## src/rtl/pl_reset_pkg.sv

```systemverilog
// pl_reset_pkg: shared definitions for the PL reset sequencer.
//   seq_state_e : sequencer state encoding (3 bits, visible on seq_state)
//   LOCK_CNT_W  : hold counter width, covers LOCK_HOLD_CYCLES up to LOCK_HOLD_MAX
//   DLY_CNT_W   : interconnect-to-peripheral delay counter width, covers
//                 INTC_TO_PERIPH up to DLY_MAX
package pl_reset_pkg;

  typedef enum logic [2:0] {
    ST_RESET     = 3'd0,
    ST_WAIT_LOCK = 3'd1,
    ST_HOLD      = 3'd2,
    ST_REL_INTC  = 3'd3,
    ST_RUN       = 3'd4
  } seq_state_e;

  // Counters are sized for the largest supported setting so the package
  // stays independent of any one instance's parameters.
  localparam int LOCK_HOLD_MAX = 65536;
  localparam int DLY_MAX       = 256;
  localparam int LOCK_CNT_W    = $clog2(LOCK_HOLD_MAX);
  localparam int DLY_CNT_W     = $clog2(DLY_MAX);

endpackage

```

## src/rtl/pl_sync_bit.sv

```systemverilog
// pl_sync_bit: STAGES-deep bit synchronizer, async-cleared to 0.
//   gclk   : destination clock
//   grst_n : async active-low clear
//   d      : asynchronous input bit
//   q      : synchronized output (last flop of the chain)
module pl_sync_bit #(
  parameter int STAGES = 3
) (
  input  logic gclk,
  input  logic grst_n,
  input  logic d,
  output logic q
);

  logic [STAGES-1:0] ff;

  always_ff @(posedge gclk or negedge grst_n) begin
    if (!grst_n) ff <= '0;
    else         ff <= {ff[STAGES-2:0], d};
  end

  assign q = ff[STAGES-1];

endmodule

```

## src/rtl/pl_reset_sequencer.sv

```systemverilog
// pl_reset_sequencer: ordered reset release for the clk_wiz output domain.
//   pl_clk0              : domain clock
//   pl0_resetn           : async active-low reset from CIPS
//   dcm_locked           : clk_wiz lock, async
//   aux_reset_in         : async active-high external reset request
//   interconnect_aresetn : released first (active-low)
//   peripheral_aresetn   : released INTC_TO_PERIPH cycles later (active-low)
//   peripheral_reset     : active-high copy of peripheral reset
//   seq_done             : high in RUN only
//   seq_state            : current state encoding
//   lock_loss_count      : saturating count of lock losses after WAIT_LOCK
module pl_reset_sequencer
  import pl_reset_pkg::*;
#(
  parameter int SYNC_STAGES      = 3,
  parameter int LOCK_HOLD_CYCLES = 16,
  parameter int INTC_TO_PERIPH   = 4,
  parameter int AUX_MIN_PULSE    = 4,
  parameter int NUM_PERIPH       = 2
) (
  input  logic                  pl_clk0,
  input  logic                  pl0_resetn,
  input  logic                  dcm_locked,
  input  logic                  aux_reset_in,
  output logic                  interconnect_aresetn,
  output logic [NUM_PERIPH-1:0] peripheral_aresetn,
  output logic                  peripheral_reset,
  output logic                  seq_done,
  output logic [2:0]            seq_state,
  output logic [7:0]            lock_loss_count
);

  localparam int AUX_CNT_W = $clog2(AUX_MIN_PULSE + 1);

  // [0] reset release, [1] lock, [2] aux request
  logic [2:0] sync_d, sync_q;
  logic       rst_sync, locked_sync, aux_sync;

  assign sync_d = {aux_reset_in, dcm_locked, 1'b1};

  pl_sync_bit #(.STAGES(SYNC_STAGES)) u_sync [2:0] (
    .gclk   (pl_clk0),
    .grst_n (pl0_resetn),
    .d      (sync_d),
    .q      (sync_q)
  );

  assign rst_sync    = sync_q[0];
  assign locked_sync = sync_q[1];
  assign aux_sync    = sync_q[2];

  // Aux qualification: the count saturates at AUX_MIN_PULSE and clears
  // as soon as the synced request drops, so short pulses never qualify.
  logic [AUX_CNT_W-1:0] aux_cnt;
  logic                 aux_q;

  always_ff @(posedge pl_clk0 or negedge pl0_resetn) begin
    if (!pl0_resetn)                                aux_cnt <= '0;
    else if (!aux_sync)                             aux_cnt <= '0;
    else if (aux_cnt != AUX_CNT_W'(AUX_MIN_PULSE))  aux_cnt <= aux_cnt + 1'b1;
  end

  assign aux_q = (aux_cnt == AUX_CNT_W'(AUX_MIN_PULSE));

  seq_state_e            state, state_nxt;
  logic [LOCK_CNT_W-1:0] hold_cnt, hold_nxt;
  logic [DLY_CNT_W-1:0]  dly_cnt, dly_nxt;
  logic                  lost;

  always_comb begin
    state_nxt = state;
    hold_nxt  = hold_cnt;
    dly_nxt   = dly_cnt;
    lost      = 1'b0;
    // aux wins over lock loss; a loss hidden behind aux is not counted
    if (aux_q) state_nxt = ST_RESET;
    else begin
      case (state)
        ST_RESET:     if (rst_sync) state_nxt = ST_WAIT_LOCK;
        ST_WAIT_LOCK: if (locked_sync) begin
          state_nxt = ST_HOLD;
          hold_nxt  = '0;
        end
        ST_HOLD: begin
          if (!locked_sync) begin
            lost      = 1'b1;
            state_nxt = ST_WAIT_LOCK;
          end else if (hold_cnt == LOCK_CNT_W'(LOCK_HOLD_CYCLES - 1)) begin
            state_nxt = ST_REL_INTC;
            dly_nxt   = '0;
          end else hold_nxt = hold_cnt + 1'b1;
        end
        ST_REL_INTC: begin
          if (!locked_sync) begin
            lost      = 1'b1;
            state_nxt = ST_WAIT_LOCK;
          end else if (dly_cnt == DLY_CNT_W'(INTC_TO_PERIPH - 1)) state_nxt = ST_RUN;
          else dly_nxt = dly_cnt + 1'b1;
        end
        ST_RUN: if (!locked_sync) begin
          lost      = 1'b1;
          state_nxt = ST_WAIT_LOCK;
        end
        default: state_nxt = ST_RESET;
      endcase
    end
  end

  // Reset outputs are decoded from the next state so they change on the
  // same edge as the state itself, glitch-free.
  always_ff @(posedge pl_clk0 or negedge pl0_resetn) begin
    if (!pl0_resetn) begin
      state                <= ST_RESET;
      hold_cnt             <= '0;
      dly_cnt              <= '0;
      interconnect_aresetn <= 1'b0;
      peripheral_aresetn   <= '0;
      peripheral_reset     <= 1'b1;
      seq_done             <= 1'b0;
      lock_loss_count      <= '0;
    end else begin
      state                <= state_nxt;
      hold_cnt             <= hold_nxt;
      dly_cnt              <= dly_nxt;
      interconnect_aresetn <= (state_nxt == ST_REL_INTC) || (state_nxt == ST_RUN);
      peripheral_aresetn   <= {NUM_PERIPH{state_nxt == ST_RUN}};
      peripheral_reset     <= (state_nxt != ST_RUN);
      seq_done             <= (state_nxt == ST_RUN);
      if (lost && lock_loss_count != 8'hFF) lock_loss_count <= lock_loss_count + 1'b1;
    end
  end

  assign seq_state = state;

endmodule

```

## config.mk

```make
export PLATFORM = sky130hd
export DESIGN_NAME = pl_reset_sequencer
export DESIGN_NICKNAME = d
export VERILOG_FILES = /design/src/rtl/pl_reset_pkg.sv /design/src/rtl/pl_sync_bit.sv /design/src/rtl/pl_reset_sequencer.sv
export SDC_FILE = /design/constraint.sdc
export NUM_CORES = 1
export LEC_CHECK = 0
export ABC_AREA = 1
export BUFFER_PORTS_ARGS = -buffer_cell sky130_fd_sc_hd__buf_2
export CAP_MARGIN = 40
export CORE_UTILIZATION = 50
export CTS_BUF_LIST = sky130_fd_sc_hd__clkbuf_4
export DETAILED_ROUTE_END_ITERATION = 12
export PLACE_DENSITY = 0.8
export SYNTH_ARGS = -nofsm -noshare
export SYNTH_HDL_FRONTEND = slang
export SYNTH_SLANG_ARGS = --single-unit
```

## constraint.sdc

```tcl
create_clock -name pl_clk0 -period 1.5 [get_ports pl_clk0]
set_clock_uncertainty 0.2 [all_clocks]
set_input_delay 0.225 -clock pl_clk0 [delete_from_list [all_inputs] [get_ports pl_clk0]]
set_output_delay 0.225 -clock pl_clk0 [all_outputs]
set_load 0.02 [all_outputs]
```

==> flow_metrics.env <==
export IMPL_outcome="finished, violations left"
export IMPL_violations="negative setup slack"
export IMPL_syn2layout_area_growth_pct=50.2
export IMPL_use_met2_pct=49.9
export IMPL_overflow=0
export IMPL_met1_usage_pct=31.4
export IMPL_cts_sinks=50
export IMPL_nets=474
export IMPL_power_switching_mw=2.22
export IMPL_numCtsBuffers=5
export IMPL_htreeDepth=2
export IMPL_crit_type="reg -> reg"
export IMPL_start_kind="register"
export IMPL_ys_seq_area_share_pct=44.6
export IMPL_die_y_um=76.9
export IMPL_syn_num_nets=366
export IMPL_std_cell_rows=26
export IMPL_drive_gt1_share_pct=45.5
export IMPL_ir_drop_v=0.00127
export IMPL_place_congestion=0.913
export IMPL_antennaDiodeCount=0
export IMPL_combPwrFrac_pct=53.3
export IMPL_end_kind="register"
export IMPL_hp_class="in -> async"
export IMPL_core_area_mm2=0.00527
export IMPL_use_met3_pct=4.64
export IMPL_drc=0
export IMPL_num_vias=2995
export IMPL_path_clk_slew_ns=0.17
export IMPL_place_detailed_hpwl_um=4530
export IMPL_period_share_pct=118
export IMPL_max_freq_ghz=0.567
export IMPL_min_period_ns=1.76
export IMPL_powerDensity_mw_per_mm2=1280
export IMPL_avgRoutedWirePerCell_um=17.0
export IMPL_clkLatencyLatePin_ns=0.39
export IMPL_synth_main_ff_cell="dfrtp_1"
export IMPL_io_pins=20
export IMPL_yosysUniqueCellTypes=35
export IMPL_syn_area_mm2=0.00281
export IMPL_cts_tree="done"
export IMPL_internal_power_mw=3.16
export IMPL_synth_edf_count=0
export IMPL_grt_max_degree=51
export IMPL_worstPathRequired_ns=1.64
export IMPL_drv_slew=0
export IMPL_drtPass1Iterations=5
export IMPL_crit_arrival_ns=1.91
export IMPL_grt_util_all_layers_pct=27.5
export IMPL_cap_violations=0
export IMPL_clock_root_buffer="clkbuf_4"
export IMPL_drtIter0Drc=265
export IMPL_whs_ns=0.134
export IMPL_async_flop_share_pct=100
export IMPL_switching_share_pct=41.2
export IMPL_routed_wl_um=9130
export IMPL_clkPwrFrac_pct=15.7
export IMPL_synth_warnings=0
export IMPL_antenna_found_initial=0
export IMPL_syn_inst=357
export IMPL_grt_pass1_wl_um=12900
export IMPL_hold_viol_final=0
export IMPL_die_area_mm2=0.00591
export IMPL_viasPerCell=5.59
export IMPL_gr_max_usage_layer="met2"
export IMPL_fin_tns_setup_ns=-8.04
export IMPL_antenna_left=0
export IMPL_grt_pass1_vias=2843
export IMPL_p_seq_share_pct=31.0
export IMPL_portBuffers=19
export IMPL_synth_seq_cells=50
export IMPL_crit_fanout=8
export IMPL_start_util_pct=53.2
export IMPL_die_x_um=76.9
export IMPL_cts_buffer_depth=2
export IMPL_setup_violations=45
export IMPL_p_leak_nw=2.05
export IMPL_rsz0062_at_grt="yes"
export IMPL_syn_mean_instance_area_um2=7.86
export IMPL_finalWorstSetupSlack_ns=-0.263
## cells by family after synthesis
| group | after synthesis | share of synthesized area (%) |
|---|---|---|
| xor gates and xnor gates | 13 | 4.06 |
| buffers and inverters | 35 | 5.58 |
| AOI/OAI and AO/OA | 31 | 7.36 |
| other | 1 | 0.134 |
| DFF | 50 | 44.6 |
| and+or+nand+nor | 222 | 36.0 |
| adders and majority gates | 5 | 2.23 |
## cell type report
cell class,instances,area (um2)
multi-input combinational,273,1710
sequential,50,1260
fill,300,1060
timing repair buffer,106,945
inverter,29,121
tap,70,87.6
clock inverter,3,47.5
clock buffer,5,37.5
## per-stage QoR
step	power (mW)	setup WS, ns	cells	area (um2)	util (%)
3_3_place_gp	3.27	-0.0940	501	3480	66.0
3_5_place_dp	3.33	-0.152	501	3480	66.0
2_1_floorplan	2.67	-0.130	357	2870	-
6_report	5.37	-0.263	536	4210	79.9
5_1_grt	5.59	-0.332	536	4210	79.9
4_1_cts	4.68	-0.153	526	3900	74.0
## cells in the mapped netlist (3+ instances only)
cell type	count	area, um2
a21oi_1	5	25.0
o21ai_2	7	61.3
o21ai_0	8	40.0
nand4_1	16	100
nand3b_1	3	22.5
dfrtp_1	49	1230
nand3_1	20	100
xor2_1	10	87.6
nor2_2	3	18.8
o21bai_1	5	37.5
ha_1	5	62.6
nor2_1	50	188
xnor2_1	3	26.3
inv_1	26	97.6
nand2_1	115	432
o21ai_1	4	20.0
## power groups by stage
stage	Clock [mW]	Combinational, mW	Sequential [mW]
2_1_floorplan	0	0.891	1.78
3_3_place_gp	0	1.65	1.62
3_5_place_dp	0	1.70	1.63
4_1_cts	0.835	2.22	1.62
5_1_grt	0.897	3.02	1.67
6_report	0.844	2.87	1.66
## what timing repair did
action                                  CTS  global route
hold buffers                              3             0
endpoints found under the setup margin   46            51
gates resized for setup                  64            68
gates cloned                              2             1
pin swaps                                25            24
buffers inserted                         12            10
endpoints found under the hold margin    52             0
## layer usage
layer	vias up	share of wire (%)
met5	-	0
met2	151	53
met3	50	5.5
li1	1368	-
met4	0	5.6
met1	1426	36
## final timing paths
kind | from | to | slack (ns) | cells after the start
setup reg to reg | lock_loss_count[0]$_DFFE_PN0P_ | lock_loss_count[7]$_DFFE_PN0P_ | -0.26 | 9
max in group asynchronous | pl0_resetn | seq_state[2]$_DFF_PN0_ | 0.71 | 3
hold / removal | pl0_resetn | lock_loss_count[2]$_DFFE_PN0P_ | 0.13 | 3
setup / recovery | lock_loss_count[0]$_DFFE_PN0P_ | lock_loss_count[7]$_DFFE_PN0P_ | -0.26 | 9
min in group pl_clk0 | u_sync[2].ff[1]$_DFF_PN0_ | u_sync[2].ff[2]$_DFF_PN0_ | 0.17 | 0
hold reg to reg | u_sync[2].ff[1]$_DFF_PN0_ | u_sync[2].ff[2]$_DFF_PN0_ | 0.17 | 0
## worst max-delay path, stage by stage (launching register included)
cell	delay [ns]
dfrtp_2	0.46
ha_4	0.19
inv_4	0.04
nor2_4	0.11
nand4_1	0.14
nand4_1	0.13
buf_6	0.18
buf_6	0.13
nand2_2	0.06
nand2_1	0.07
## sequential cells by signal (all words and copies together), names as in the netlist
name and cells:
aux_cnt 3, seq_state 3, dly_cnt 8, hold_cnt 16, lock_loss_count 8, seq_done 1, peripheral_reset 1, interconnect_aresetn 1
u_sync.ff 9
## cells in the final DEF, fill, tap and decap left out, drive strengths merged
cell type    Yosys  layout
nand2          118     118
buf              6     102
nor2            54      54
dfrtp           49      49
inv             28      30
nand3           24      25
o21ai           19      19
nand4           16      16
xor2            10      10
clkbuf           0       6
a21oi            6       6
o21bai           5       5
ha               5       5
or2              4       4
nand3b           3       3
xnor2            3       3
dlygate4sd3      0       3
nor3             3       3
clkinv           1       1
a31oi            1       1
bufinv           0       1
dfstp            1       1
conb             1       1
(Power assumes the default switching activity.)
